## src/rtl/alu_arb_pkg.sv

```systemverilog
// Shared types and helpers for the alu_multiplex arbiter: FSM states, requester count, select width.
package alu_arb_pkg;

    localparam int N_REQ = 4;
    localparam int SEL_W = 2;

    typedef enum logic [1:0] {
        IDLE  = 2'd0,
        SEL   = 2'd1,
        VALID = 2'd2
    } state_t;

    function automatic logic [N_REQ-1:0] onehot(input logic [SEL_W-1:0] idx);
        logic [N_REQ-1:0] vec;
        vec      = '0;
        vec[idx] = 1'b1;
        return vec;
    endfunction

endpackage

```

## src/rtl/alu_mux_arbiter_rr_pick.sv

```systemverilog
// Combinational winner search: first asserted request at or above ptr, wrapping modulo N_REQ.
module rr_pick
    import alu_arb_pkg::*;
(
    input  logic [N_REQ-1:0] req,
    input  logic [SEL_W-1:0] ptr,
    output logic [SEL_W-1:0] winner,
    output logic             any
);

    // rot[k] is the request that sits k places above the pointer
    logic [N_REQ-1:0] rot;

    generate
        for (genvar gi = 0; gi < N_REQ; gi++) begin : g_rot
            logic [SEL_W-1:0] idx;
            assign idx     = ptr + SEL_W'(gi);
            assign rot[gi] = req[idx];
        end
    endgenerate

    always_comb begin
        winner = ptr;
        any    = |req;
        for (int i = N_REQ - 1; i >= 0; i--) begin
            if (rot[i]) begin
                winner = ptr + SEL_W'(i);
            end
        end
    end

endmodule

```

## src/rtl/alu_mux_arbiter.sv

```systemverilog
// Arbiter sharing the 4:1 alu_multiplex path: grant, capture MUX_Y, present it with valid/ready.
// ALU_ARB_ROUND_ROBIN_EN selects rotating priority; otherwise requester 0 always ranks highest.
module alu_mux_arbiter
    import alu_arb_pkg::*;
#(
    parameter int W = 8
)
(
    input  logic             CLK,
    input  logic             RST,
    input  logic [N_REQ-1:0] REQ,
    output logic [SEL_W-1:0] S,
    output logic [N_REQ-1:0] GNT,
    output logic [N_REQ-1:0] ACK,
    input  logic [W-1:0]     MUX_Y,
    output logic [W-1:0]     Y,
    output logic             Y_VALID,
    input  logic             Y_READY
);

    state_t           state_reg;
    logic [SEL_W-1:0] s_reg;
    logic [N_REQ-1:0] gnt_reg;
    logic [N_REQ-1:0] ack_reg;
    logic [W-1:0]     y_reg;
    logic             y_valid_reg;

    logic [SEL_W-1:0] ptr;
    logic [SEL_W-1:0] winner;
    logic             any_req;

`ifdef ALU_ARB_ROUND_ROBIN_EN
    logic [SEL_W-1:0] ptr_reg;

    // The committed winner is held in s_reg, so the pointer advances past it on capture
    always_ff @(posedge CLK) begin
        if (RST) begin
            ptr_reg <= '0;
        end else if (state_reg == SEL) begin
            ptr_reg <= s_reg + SEL_W'(1);
        end
    end

    assign ptr = ptr_reg;
`else
    assign ptr = '0;
`endif

    rr_pick u_pick (
        .req    (REQ),
        .ptr    (ptr),
        .winner (winner),
        .any    (any_req)
    );

    always_ff @(posedge CLK) begin
        if (RST) begin
            state_reg   <= IDLE;
            s_reg       <= '0;
            gnt_reg     <= '0;
            ack_reg     <= '0;
            y_reg       <= '0;
            y_valid_reg <= 1'b0;
        end else begin
            ack_reg <= '0;
            case (state_reg)
                IDLE: begin
                    if (any_req) begin
                        s_reg     <= winner;
                        gnt_reg   <= onehot(winner);
                        state_reg <= SEL;
                    end
                end
                SEL: begin
                    // Grant is committed here; REQ is no longer consulted
                    y_reg       <= MUX_Y;
                    y_valid_reg <= 1'b1;
                    ack_reg     <= gnt_reg;
                    gnt_reg     <= '0;
                    state_reg   <= VALID;
                end
                VALID: begin
                    if (Y_READY) begin
                        y_valid_reg <= 1'b0;
                        state_reg   <= IDLE;
                    end
                end
                default: begin
                    state_reg <= IDLE;
                end
            endcase
        end
    end

    assign S       = s_reg;
    assign GNT     = gnt_reg;
    assign ACK     = ack_reg;
    assign Y       = y_reg;
    assign Y_VALID = y_valid_reg;

endmodule

```

## config.mk

```make
export PLATFORM = sky130hd
export DESIGN_NAME = alu_mux_arbiter
export DESIGN_NICKNAME = d
export VERILOG_FILES = /design/src/rtl/alu_arb_pkg.sv /design/src/rtl/alu_mux_arbiter_rr_pick.sv /design/src/rtl/alu_mux_arbiter.sv
export SDC_FILE = /design/constraint.sdc
export NUM_CORES = 1
export LEC_CHECK = 0
export CAP_MARGIN = 20
export CORE_MARGIN = 8
export CORE_UTILIZATION = 40
export CTS_CLUSTER_SIZE = 28
export DETAILED_ROUTE_END_ITERATION = 8
export HOLD_SLACK_MARGIN = 0.03
export PLACE_DENSITY = 0.77
export SLEW_MARGIN = 20
export SYNTH_ARGS = -nofsm -noshare
export SYNTH_HDL_FRONTEND = slang
export SYNTH_SLANG_ARGS = --single-unit
```

## constraint.sdc

```tcl
create_clock -name CLK -period 1.9 [get_ports CLK]
set_clock_uncertainty 0.15 [all_clocks]
set_input_delay 0.475 -clock CLK [delete_from_list [all_inputs] [get_ports CLK]]
set_output_delay 0.475 -clock CLK [all_outputs]
set_load 0.02 [all_outputs]
```

* Yosys cells after proc, flatten, opt, wreduce, memory -nomap -nowiden
Index checks and enable logic that the tools add are counted.
** Storage, ports and cells
- Register bits after elaboration :: 21
- Output and inout port bits :: 19
** Cells by class
- Order comparisons :: 2
- Eq/ne operators :: 4
- Muxes and demuxes :: 13
- Bitwise logic cells :: 1
- Reductions and logical operators :: 10
** Operators by type and width (number)
- 2-to-1 mux 2 bit :: 6
- one-hot mux 4 bit (2 select lines) :: 1
- AND reduction 2 bit :: 4
- one-hot mux 2 bit (3 select lines) :: 1
- 2-to-1 mux 4 bit :: 1
- inequality test 2 bit (second input constant) :: 2
- nonzero test 2 bit :: 2
- OR reduction 4 bit :: 1
- less-than comparator 2 x 3 -> 1 bit (second input constant) :: 1
- demux 1 bit (select 2 bit) :: 1
- == test 2 x 1 -> 1 bit (second input constant) :: 1
- == test 2 bit (second input constant) :: 1
- >= comparator 2 x 1 -> 1 bit (second input constant) :: 1
- logical NOT 2 bit :: 1
- 2-to-1 mux 1 bit :: 2
- one-hot mux 1 bit (2 select lines) :: 1
- OR reduction 2 bit :: 1
- logical AND 1 bit :: 1
- inverter 1 bit :: 1

* Depth between registers and ports, before layout
- Depth in word-level cells :: 10
- Gate-level depth with buffers :: 4
- Gate-level depth less buffers :: 3

* Modules after synthesis
From an unflattened synthesis, not the netlist that was laid out.
** Unflattened totals
- Cells, all modules :: 102
- Area total of the unflattened synthesis :: 837.1 um^2
** Modules (own cells, without submodules)
- alu_mux_arbiter :: times used 1, cells an instance 86, area an instance 737.0 um^2
- rr_pick :: times used 1, cells an instance 16, area an instance 100.1 um^2

* Worst setup path after synthesis
Ideal clock, no wire load.
- Path kind :: in2reg
- From :: input port RST
- To :: register y_valid_reg, in the netlist Y_VALID
- Setup time :: 128 ps
- Arrival time :: 1021 ps
- Path slack :: 601 ps
- Stages :: 3
- Path buffers :: 2
- Cell sequence :: clkbuf_1 clkbuf_1 nor2_1
** RTL lines
- start, declared :: line alu_mux_arbiter.sv:10 : input logic RST,
- end signal, assigned :: line alu_mux_arbiter.sv:63 : y_valid_reg <= 1'b0;
- end signal, assigned :: line alu_mux_arbiter.sv:77 : y_valid_reg <= 1'b1;
- end signal, assigned :: line alu_mux_arbiter.sv:84 : y_valid_reg <= 1'b0;
- end, declared :: line alu_mux_arbiter.sv:26 : logic y_valid_reg;
No word-level cell between the ends.

* Worst setup path after layout
- From :: register ack_reg[3], in the netlist ACK[3]
- To :: output port ACK[3]
** RTL lines
- start, declared :: line alu_mux_arbiter.sv:24 : logic [N_REQ-1:0] ack_reg;
- start signal, assigned :: line alu_mux_arbiter.sv:78 : ack_reg <= gnt_reg;
- end, declared :: line alu_mux_arbiter.sv:14 : output logic [N_REQ-1:0] ACK,
No word-level cell between the ends.

==> out/results.ini <==
[min_path]
hold_path.class=reg -> reg
hp-start=Y[5]

[job]
maxCapViolCount=0

[timing]
rsz0062_at_grt=no
period_needed_ns=1.846
fin_crit_sh_pct=97.18
final-setup-viol-count=0
tightest_slew_ns=0.4243
max_freq_mhz=541.6
setup_tns_ns=0
drv_slew=0
hold_violations=0
max_slew_margin_pct=71.71

[drt]
wl_per_cell_um=12.20
drc=0
vias_per_cell=4.837
via_count=740
drtIter0Drc=22
drt_first_pass_iters=4
detail-route-antenna-nets=0
wl_um=1866

[critical_path]
path_delay_family=buffers and inverters
worstSetupEndpointType=output pin
crit_chain=clkdlybuf4s50_1
crit_type=reg -> out
cp_data_required_time_ns=1.27
cp.arrival_ns=1.22
cp_num_buf_inv=1
cp_slowest_cell=clkdlybuf4s50_1
cp_max_fo=1
worstSetupStartpointType=flop
critPathMaxStageDelay_ns=0.59
r2r_start=state_reg[1]
cp-startpoint=ACK[3]

[clock_tree]
root_buffer=clkbuf_4
htree_levels=1
ctsHoldBuffers=0
worstSkewPairLatency_ns=0.30
cts_tree=built
path_clk_slew_ns=0.12
numCtsBuffers=3
clockBufferDepth=2
clock_sinks=21

[floorplanning]
fp.dieArea_um2=3626
coreArea_um2=1902
rows=16
die_y_um=60.22
io_pins=34
initial_utilization_pct=41.12
die_w_um=60.22

[yosys]
syn_area_um2=782.0
syn_area_per_cell_um2=8.593
yosysWarnings=0
synth.distinct_cells=22
synth-main-ff-cell=dfxtp_1
async_flop_share_pct=0
synth_sequential_area_ratio_pct=53.76
synth_edf_count=0
syn-num-nets=106
ys_ff_latch=21
syn_inst=91

[final_layout]
layout.nets=142
layout-drive-gt1-share_pct=6.349
largest_reg_flops=8
syn_to_final_growth_pct=51.52
post-route-util_pct=62.30
diodes=0

[grt]
antenna_found_initial=0
grt_pass1_wl_um=2932
grt_pass1_vias=686
grt_max_degree=14
gr-total-overflow=0
track_usage_pct=10.56

[place]
numPortBuffers=33
gp_congestion=0.8359
dp.final_hpwl_um=1466

[power]
cellPowerDensity_nw_per_um2=756.4
leakagePower_nw=0.5917
peakVddDrop_v=0.0004220

[outcome]
status=finished clean

[cells by family (layout without fill, tap and decap cells)]
family	Yosys count	after routing	share of synthesized area (%)
AO/OA/AOI/OAI	22	22	16.80
buffers and inverters	7	42	3.680
flip-flops	21	21	53.76
AND/OR/NAND/NOR	41	41	25.76
[layout by cell type, fill, tap and decap left out]
cell type,instances
nor3_1,2
dfxtp_1,21
a32oi_1,1
nand3b_1,2
inv_1,3
a21oi_1,12
dlymetal6s2s_1,8
nor2_1,6
clkbuf_4,3
and2_1,4
o21ai_0,4
o2bb2ai_1,2
clkdlybuf4s50_1,18
or2_4,1
nand3_1,1
nor2b_1,2
nand2_1,17
buf_4,2
clkinvlp_4,1
a221oi_1,1
nand2b_1,3
or3_1,2
dlygate4sd2_1,7
nor3b_1,1
a21o_1,1
a21o_2,1
[final cells by class]
class | count | area [um2]
Fill cell | 175 | 716.9
Sequential cell | 21 | 420.4
Timing Repair Buffer | 35 | 356.6
Multi-Input combinational cell | 63 | 332.8
Tap cell | 27 | 33.78
Clock buffer | 3 | 22.52
Inverter | 3 | 11.26
Clock inverter | 1 | 7.507
[what timing repair did]
item                       in CTS  in global routing
setup buffers                   0                  0
setup endpoints to repair       7                  8
gates resized for setup         7                  8
[power breakdown]
group	switching, mW	internal [mW]
registers	0.0166	0.469
clock network	0.137	0.0801
logic	0.102	0.0923
[worst register-to-register path: stages (launching register included)]
cell	delay [ns]
dfxtp_1	0.44
nand2b_1	0.40
nor2_1	0.13
and2_1	0.17
[path summary, 6_finish.rpt]
kind / slack (ns) / cells past startpoint / endpoint
max: 0.05 / 1 / ACK[3]
max reg2reg: 0.53 / 3 / ACK[2]
min: 0.31 / 2 / Y[5]
min reg2reg: 0.31 / 2 / Y[5]
[per-layer routing]
metal / GRT usage (%) / vias up / part of all wire (%)
met5: 0 / - / 0
met4: 5.102 / 0 / 0
met3: 2.366 / 0 / 3.8
met2: 18.45 / 20 / 53
met1: 11.59 / 343 / 43
li1: - / 377 / -
[metrics by stage]
step / total power, mW / hold slack [ns] / setup slack (ns) / instances / cell area, um2
3_3_place_gp: 0.6959 / 0.2901 / 0.1530 / 149 / 1144
3_5_place_dp: 0.7006 / 0.2966 / 0.1186 / 149 / 1144
4_1_cts: 0.9110 / 0.3137 / 0.001298 / 153 / 1165
2_1_floorplan: 0.6000 / 0.3833 / 0.6010 / 91 / 782.0
5_1_grt: 0.9411 / 0.3368 / 0.007874 / 153 / 1185
6_report: 0.8962 / 0.3070 / 0.05359 / 153 / 1185
[cell usage after synthesis, types with 3 or more instances]
library cell	count	share of area [%]
nor2_1	6	2.9
o21ai_0	4	2.6
nand2_1	17	8.2
a21oi_1	12	7.7
nand2b_1	3	2.4
dfxtp_1	21	54
inv_1	3	1.4
and2_1	4	3.2
No activity file was read; power rests on OpenSTA's default activity.
